==> config.mk <==
export PLATFORM = sky130hd
export DESIGN_NAME = pos_table_sweeper
export DESIGN_NICKNAME = d
export VERILOG_FILES = /design/src/rtl/pos_table_sweeper_pkg.sv /design/src/rtl/pos_table_sweeper_maxterm_eval.sv /design/src/rtl/pos_table_sweeper.sv
export SDC_FILE = /design/constraint.sdc
export NUM_CORES = 1
export LEC_CHECK = 0
export ABC_AREA = 1
export CORE_ASPECT_RATIO = 1.4
export CORE_MARGIN = 2
export CORE_UTILIZATION = 43
export CTS_BUF_LIST = sky130_fd_sc_hd__clkbuf_16
export DETAILED_ROUTE_END_ITERATION = 6
export GPL_TIMING_DRIVEN = 0
export HOLD_SLACK_MARGIN = 0.03
export PLACE_DENSITY = 0.74
export SLEW_MARGIN = 20
export SYNTH_ARGS = -nofsm -noshare
export SYNTH_HDL_FRONTEND = slang
export SYNTH_SLANG_ARGS = --single-unit
==> constraint.sdc <==
create_clock -name clk -period 1.76 [get_ports clk]
set_input_delay 0.176 -clock clk [delete_from_list [all_inputs] [get_ports clk]]
set_output_delay 0.176 -clock clk [all_outputs]
set_load 0.1 [all_outputs]
==> src/rtl/pos_table_sweeper_pkg.sv <==
// Shared types and helpers for the product-of-sums truth-table sweeper.
package pos_table_sweeper_pkg;

  localparam int NVARS_MAX = 6;

  typedef enum logic [1:0] {
    IDLE  = 2'd0,
    SWEEP = 2'd1,
    DONE  = 2'd2
  } state_t;

  // Number of maxterms in a mask, which is also the final zero_count of a sweep.
  function automatic int unsigned popcount(input logic [63:0] v);
    int unsigned n;
    n = 0;
    for (int i = 0; i < 64; i++) n += {31'd0, v[i]};
    return n;
  endfunction

endpackage

==> src/rtl/pos_table_sweeper_maxterm_eval.sv <==
// Purpose: evaluates one product-of-sums row; s is 0 exactly when row idx is a maxterm.
// Latency: combinational.
// Backpressure: none, pure function of mask and idx.
module pos_maxterm_eval #(
  parameter int NVARS = 4
) (
  input  logic [(1 << NVARS)-1:0] mask,
  input  logic [NVARS-1:0]        idx,
  output logic                    s
);

  assign s = ~mask[idx];

endmodule

==> src/rtl/pos_table_sweeper.sv <==
// Purpose: on start, streams (index, F) for every input combination and counts zero rows.
// Latency: first row valid one cycle after start is sampled; done one cycle after the last transfer.
// Backpressure: valid/ready; a stalled row holds index and value until accepted.
module pos_table_sweeper
  import pos_table_sweeper_pkg::*;
#(
  parameter int NVARS = 4
) (
  input  logic                   clk,
  input  logic                   rst_n,
  input  logic                   start,
  input  logic [(1 << NVARS)-1:0] maxterm_mask,
  output logic                   busy,
  output logic                   out_valid,
  input  logic                   out_ready,
  output logic [NVARS-1:0]       out_index,
  output logic                   out_s,
  output logic                   done,
  output logic [NVARS:0]         zero_count
);

  localparam int TT = 1 << NVARS;
  localparam logic [NVARS-1:0] LAST_IDX = NVARS'(TT - 1);

  state_t            state;
  logic [NVARS-1:0]  idx;
  logic [TT-1:0]     mask_reg;
  logic              row_s;

  pos_maxterm_eval #(.NVARS(NVARS)) u_eval (
    .mask (mask_reg),
    .idx  (idx),
    .s    (row_s)
  );

  assign busy      = (state != IDLE);
  assign out_valid = (state == SWEEP);
  assign done      = (state == DONE);
  assign out_index = idx;
  // Gated so the value reads 0 outside a sweep, matching the reset value.
  assign out_s     = row_s & out_valid;

  always_ff @(posedge clk) begin
    if (!rst_n) begin
      state      <= IDLE;
      idx        <= '0;
      mask_reg   <= '0;
      zero_count <= '0;
    end else begin
      case (state)
        IDLE: begin
          if (start) begin
            mask_reg   <= maxterm_mask;
            idx        <= '0;
            zero_count <= '0;
            state      <= SWEEP;
          end
        end
        SWEEP: begin
          if (out_ready) begin
            zero_count <= zero_count + {{NVARS{1'b0}}, ~row_s};
            // idx parks on the last row rather than wrapping.
            if (idx == LAST_IDX) state <= DONE;
            else                 idx   <= idx + 1'b1;
          end
        end
        DONE:    state <= IDLE;
        default: state <= IDLE;
      endcase
    end
  end

endmodule

-- Yosys cells after proc, flatten, opt, wreduce, memory -nomap -nowiden
Cells that the tools add are included.
- add/sub/neg operators: 2
- order comparisons: 1
- equality and inequality tests: 7
- muxes and demuxes: 13
- bitwise gates (word level): 2
- reduce and logical (&&, ||, !) cells: 7
- operators by type and width (operator ; number):
    2-to-1 mux 4 bit ; 3
    2-to-1 mux 5 bit ; 2
    one-hot mux 5 bit (2 select lines) ; 1
    one-hot mux 4 bit (2 select lines) ; 1
    2-to-1 mux 2 bit ; 3
    AND reduction 3 bit ; 2
    adder 5 x 1 -> 5 bit ; 1
    less-than comparator 4 x 5 -> 1 bit, second input constant ; 1
    adder 4 x 1 -> 4 bit, second input constant ; 1
    binary-select mux 1 bit (select 4 bit) ; 1
    equality test 4 bit, second input constant ; 1
    inequality test 2 x 1 -> 1 bit, second input constant ; 2
    inequality test 2 bit, second input constant ; 2
    one-hot mux 2 bit (2 select lines) ; 1
    AND reduction 4 bit ; 1
    nonzero test 2 bit ; 2
    equality test 2 x 1 -> 1 bit, second input constant ; 1
    equality test 2 bit, second input constant ; 1
    zero test 2 bit ; 1
    AND reduction 2 bit ; 1
    bitwise AND 1 bit ; 1
    2-to-1 mux 1 bit ; 1
    NOT 1 bit ; 1
- register bits after elaboration: 27
- bits of input ports: 20

-- Logic depth before layout (Yosys ltp)
- word-level depth: 5
- gate-level depth with buffers: 14
- mapped depth without buffers: 13

-- Modules after synthesis
Synthesis repeated with hierarchy kept, for this count alone.
- cell total of the unflattened synthesis: 199
- area, all modules: 1332.5 um2
- modules (own cells, without submodules) (module ; times used ; cells each ; area each (um2) ; sequential area each (um2)):
    pos_table_sweeper ; 1 ; 163 ; 1172.4 ; 540.5
    pos_maxterm_eval ; 1 ; 36 ; 160.2 ; 0.0

-- Worst setup path before layout
OpenSTA, ideal clock, no wires.
- path type: reg-to-output
- start: register idx[0] (netlist: out_index[0])
- end: output port out_s
- data arrival time: 2.949 ns
- required time: 1.584 ns
- setup slack: -1.365 ns
- cell stages (with the launch flop): 8
- cell sequence: dfxtp_1 buf_2 nand2_1 nand3_1 nand3_1 nand3_1 nand2_1 nor2_1
- cells in the longest elaborated chain, start to end: 4
- RTL lines (element ; RTL line ; source):
    from (decl) ; pos_table_sweeper.sv:26 ; logic [NVARS-1:0] idx;
    from (signal assigned) ; pos_table_sweeper.sv:64 ; else idx <= idx + 1'b1;
    binary-select mux 1 bit (select 4 bit) ; pos_table_sweeper_maxterm_eval.sv:12 ; assign s = ~mask[idx];
    2-to-1 mux 1 bit (not written as such) ; pos_table_sweeper_maxterm_eval.sv:12 ;
    NOT 1 bit ; pos_table_sweeper_maxterm_eval.sv:12 ;
    bitwise AND 1 bit ; pos_table_sweeper.sv:41 ; assign out_s = row_s & out_valid;
    to (decl) ; pos_table_sweeper.sv:17 ; output logic out_s,
Every way passes these cells. The select of a mux whose other input is x is not followed.

-- Worst setup path after layout
- start: register idx[0] (netlist: out_index[0])
- end: register zero_count[4]
- cells in the longest elaborated chain, start to end: 5
- RTL lines (element ; RTL line ; source):
    binary-select mux 1 bit (select 4 bit) ; pos_table_sweeper_maxterm_eval.sv:12 ;
    2-to-1 mux 1 bit (not written as such) ; pos_table_sweeper_maxterm_eval.sv:12 ;
    adder 5 x 1 -> 5 bit ; pos_table_sweeper.sv:61 ; zero_count <= zero_count + {{NVARS{1'b0}}, ~row_s};
    2-to-1 mux 5 bit ; pos_table_sweeper.sv:60 ; if (out_ready) begin
    one-hot mux 5 bit (2 select lines) ; pos_table_sweeper.sv:50 ; case (state)
    to (signal assigned) ; pos_table_sweeper.sv:61 ;
    to (decl) ; pos_table_sweeper.sv:19 ; output logic [NVARS:0] zero_count
Every way passes these cells. The select of a mux whose other input is x is not followed.
A chain may end at the register's enable or synchronous reset.

==> impl_metrics.env <==
export IMPL_cp_required_ns=1.92
export IMPL_worst_pin_slew_ns=0.9577
export IMPL_syn_inst=184
export IMPL_p_sw_mw=0.5665
export IMPL_multi_input_area_um2=733.2
export IMPL_finalSetupViolations=5
export IMPL_synth_seq_cells=27
export IMPL_cpMostUsedCell="nand3_2"
export IMPL_ir_worst_vdd_v=0.0007187
export IMPL_chipHeight_um=69.75
export IMPL_grt_overflow_total=0
export IMPL_grt_pass1_wl_mm=6.272
export IMPL_cts_tree="done"
export IMPL_end_kind="register"
export IMPL_netSwitchingFraction_pct=32.29
export IMPL_startpoint="out_index[0]"
export IMPL_crit_path_start_kind="register"
export IMPL_r2r_end="zero_count[4]"
export IMPL_syn_to_final_growth_pct=53.16
export IMPL_first_global_vias=1431
export IMPL_crit_arrival_ns=2.15
export IMPL_antenna_found_initial=0
export IMPL_clk_latency_ns=0.26
export IMPL_min_period_over_period_pct=113.0
export IMPL_slowest_stage="dfxtp_4"
export IMPL_rsz0062_at_grt="true"
export IMPL_power_leakage_nw=0.8711
export IMPL_cts_sinks=27
export IMPL_fin_ws_ns=-0.2294
export IMPL_endpoint="zero_count[4]"
export IMPL_skew_ns=0.002702
export IMPL_largest_reg_flops=16
export IMPL_drt_iter0_drc=42
export IMPL_die_w_um=50.96
export IMPL_hpwl_mm=2.401
export IMPL_slew_viol_final=0
export IMPL_mostFrequentLayoutCells="nand2_1, inv_1, dfxtp_1"
export IMPL_fin_nets=254
export IMPL_rr_startpoint="out_index[0]"
export IMPL_combPwrFrac_pct=31.8
export IMPL_grtUsageTotal_pct=22.86
export IMPL_routabilityCongestion=0.8098
export IMPL_route_detailed_wl_per_inst_um=13.46
export IMPL_syn_area_per_cell_um2=7.215
export IMPL_intPower_mw=1.188
export IMPL_numCtsBuffers=3
export IMPL_max_slew_margin_pct=36.41
export IMPL_syn_num_nets=207
export IMPL_postRouteAntennaNets=0
export IMPL_path_clk_slew_ns=0.07
export IMPL_netlist_area_mm2=0.001328
export IMPL_start_util_pct=45.67
export IMPL_num_rows=23
export IMPL_seqPwrFrac_pct=38.3
export IMPL_cellPowerDensity_mw_per_mm2=862.9
export IMPL_pin_count=33
export IMPL_clock_fmax_mhz=502.7
export IMPL_drive_above_1_share_pct=28.70
export IMPL_hold_viol_final=0
export IMPL_setup_tns_ns=-0.6477
export IMPL_cts_max_level=1
export IMPL_yosys_warnings=0
export IMPL_wl_mm=3.595
export IMPL_grt_max_degree=15
export IMPL_total_power_mw=1.754
export IMPL_min_delay_start="mask_reg[6]"
export IMPL_crit_fanout=6
export IMPL_port_buffers=32
export IMPL_cts_root_buf="clkbuf_16"
export IMPL_violations="setup timing"
export IMPL_pre_cts_slack_ns=-0.6183
export IMPL_crit_path_cell_trace="buf_16 > inv_12 > buf_8 > nand2_2 > nand3_2 > nand3_2 > nand3_2 > nand2_4 > buf_12 > ha_4 > ha_4 > nand2_2 > nor2_2 > nand2_1 > xor2_1 > nor2_1"
export IMPL_run_status="finished with violations"
export IMPL_worst_setup_path_type="reg -> reg"
export IMPL_vias=1384
export IMPL_r2r_slack_ns=-0.23
export IMPL_synthDistinctLibCells=22
export IMPL_pwr_share_clk_pct=29.9
export IMPL_vias_per_cell=5.184
export IMPL_core_mm2=0.002907
export IMPL_crit_path_max_incr_delay_ns=0.38
export IMPL_seq_area_frac_synth_pct=40.72
export IMPL_first_pass_iters=4
export IMPL_fp_dieArea_mm2=0.003554
export IMPL_holdCritPathClass="reg -> reg"
export IMPL_mostFrequentLayoutCell="nand2_1"
export IMPL_drc=0
export IMPL_fin_crit_ns=1.989
export IMPL_seqCellArea_um2=550.5
export IMPL_fillers=249
export IMPL_drv_cap=0
export IMPL_clk_path_buf_depth=2
export IMPL_reg2regPathDepth=16
export IMPL_antennaDiodeCount=0
## Yosys cell counts (all sizes together)
master	instances	area (um2)
nand2	41	181.4
inv	32	120.1
dfxtp	27	540.5
nand3	22	122.6
o21ai	20	100.1
a21oi	18	90.09
nor2	12	65.06
buf	4	30.02
ha	3	37.54
nor3	2	15.01
a22oi	1	12.51
clkbuf	1	3.750
xor2	1	8.760
## layout make-up
class / count / share of cell area [%]
flip-flops and latches: 27 / 27.08
inverters: 32 / 6.523
well taps: 37 / 2.277
clock buffers: 3 / 3.692
plain buffers: 5 / 2.154
repair buffers: 42 / 22.03
multi-input cells: 120 / 36.06
clock inverters: 1 / 0.1846
## worst max-delay path: cells and delay by family, from the launching register on
kind / cells / cell delay (ns)
buffers and inverters: 4 / 0.39
DFF: 1 / 0.38
adders and majority gates: 2 / 0.28
xor gates and xnor gates: 1 / 0.14
and+or+nand+nor: 9 / 0.69
## kinds of logic (layout without fill, tap and decap cells)
kind of cell | Yosys count | count (layout) | synth area share (%)
buffers and inverters | 37 | 83 | 11.59
DFF | 27 | 27 | 40.72
adders and majority gates | 3 | 3 | 2.828
AOI/OAI and AO/OA | 39 | 39 | 15.27
and+or+nand+nor | 77 | 77 | 28.93
xor gates and xnor gates | 1 | 1 | 0.6599
## worst min path at each step
| stage | slack (ns) | cells after the start | to |
|---|---|---|---|
| after global placement | 0.44 | 2 | mask_reg[5] |
| after CTS | 0.46 | 2 | mask_reg[6] |
| after global routing | 0.48 | 2 | mask_reg[5] |
| after detailed placement | 0.45 | 2 | mask_reg[6] |
| after floorplan | 0.31 | 2 | mask_reg[0] |
| final | 0.45 | 2 | mask_reg[6] |
## power by group through the flow
| stage | clock (mW) | combinational [mW] | sequential (mW) |
|---|---|---|---|
| after floorplan | 0 | 0.274 | 0.718 |
| after global placement | 0 | 0.421 | 0.681 |
| after detailed placement | 0 | 0.432 | 0.683 |
| after CTS | 0.525 | 0.537 | 0.672 |
| after global routing | 0.555 | 0.602 | 0.675 |
| final | 0.524 | 0.558 | 0.672 |
## stage by stage
step / cells / hold slack (ns) / util [%] / cell area [um2]
global placement: 253 / 0.4409 / 60.31 / 1753
floorplan: 184 / 0.3144 / - / 1386
CTS: 267 / 0.4570 / 68.75 / 1998
detailed placement: 253 / 0.4477 / 60.31 / 1753
finish: 267 / 0.4528 / 69.95 / 2033
global route: 267 / 0.4768 / 69.95 / 2033
## timing repair
| item | in CTS | in global routing |
|---|---|---|
| endpoints found under the setup margin | 15 | 6 |
| gates resized for setup | 47 | 9 |
| cloned | 1 | 0 |
| buffers inserted | 9 | 0 |
| hold buffers | 0 | 0 |
| pin swaps | 17 | 7 |
| endpoints found under the hold margin | 0 | 0 |
## layer usage
metal,GRT usage (%),routed length [um],vias up
met5,0,0,-
met4,8.709,66,0
met3,3.233,167,9
met2,43.87,2059,43
met1,23.71,1301,647
li1,-,-,685
No activity file was read; power rests on OpenSTA's default activity.
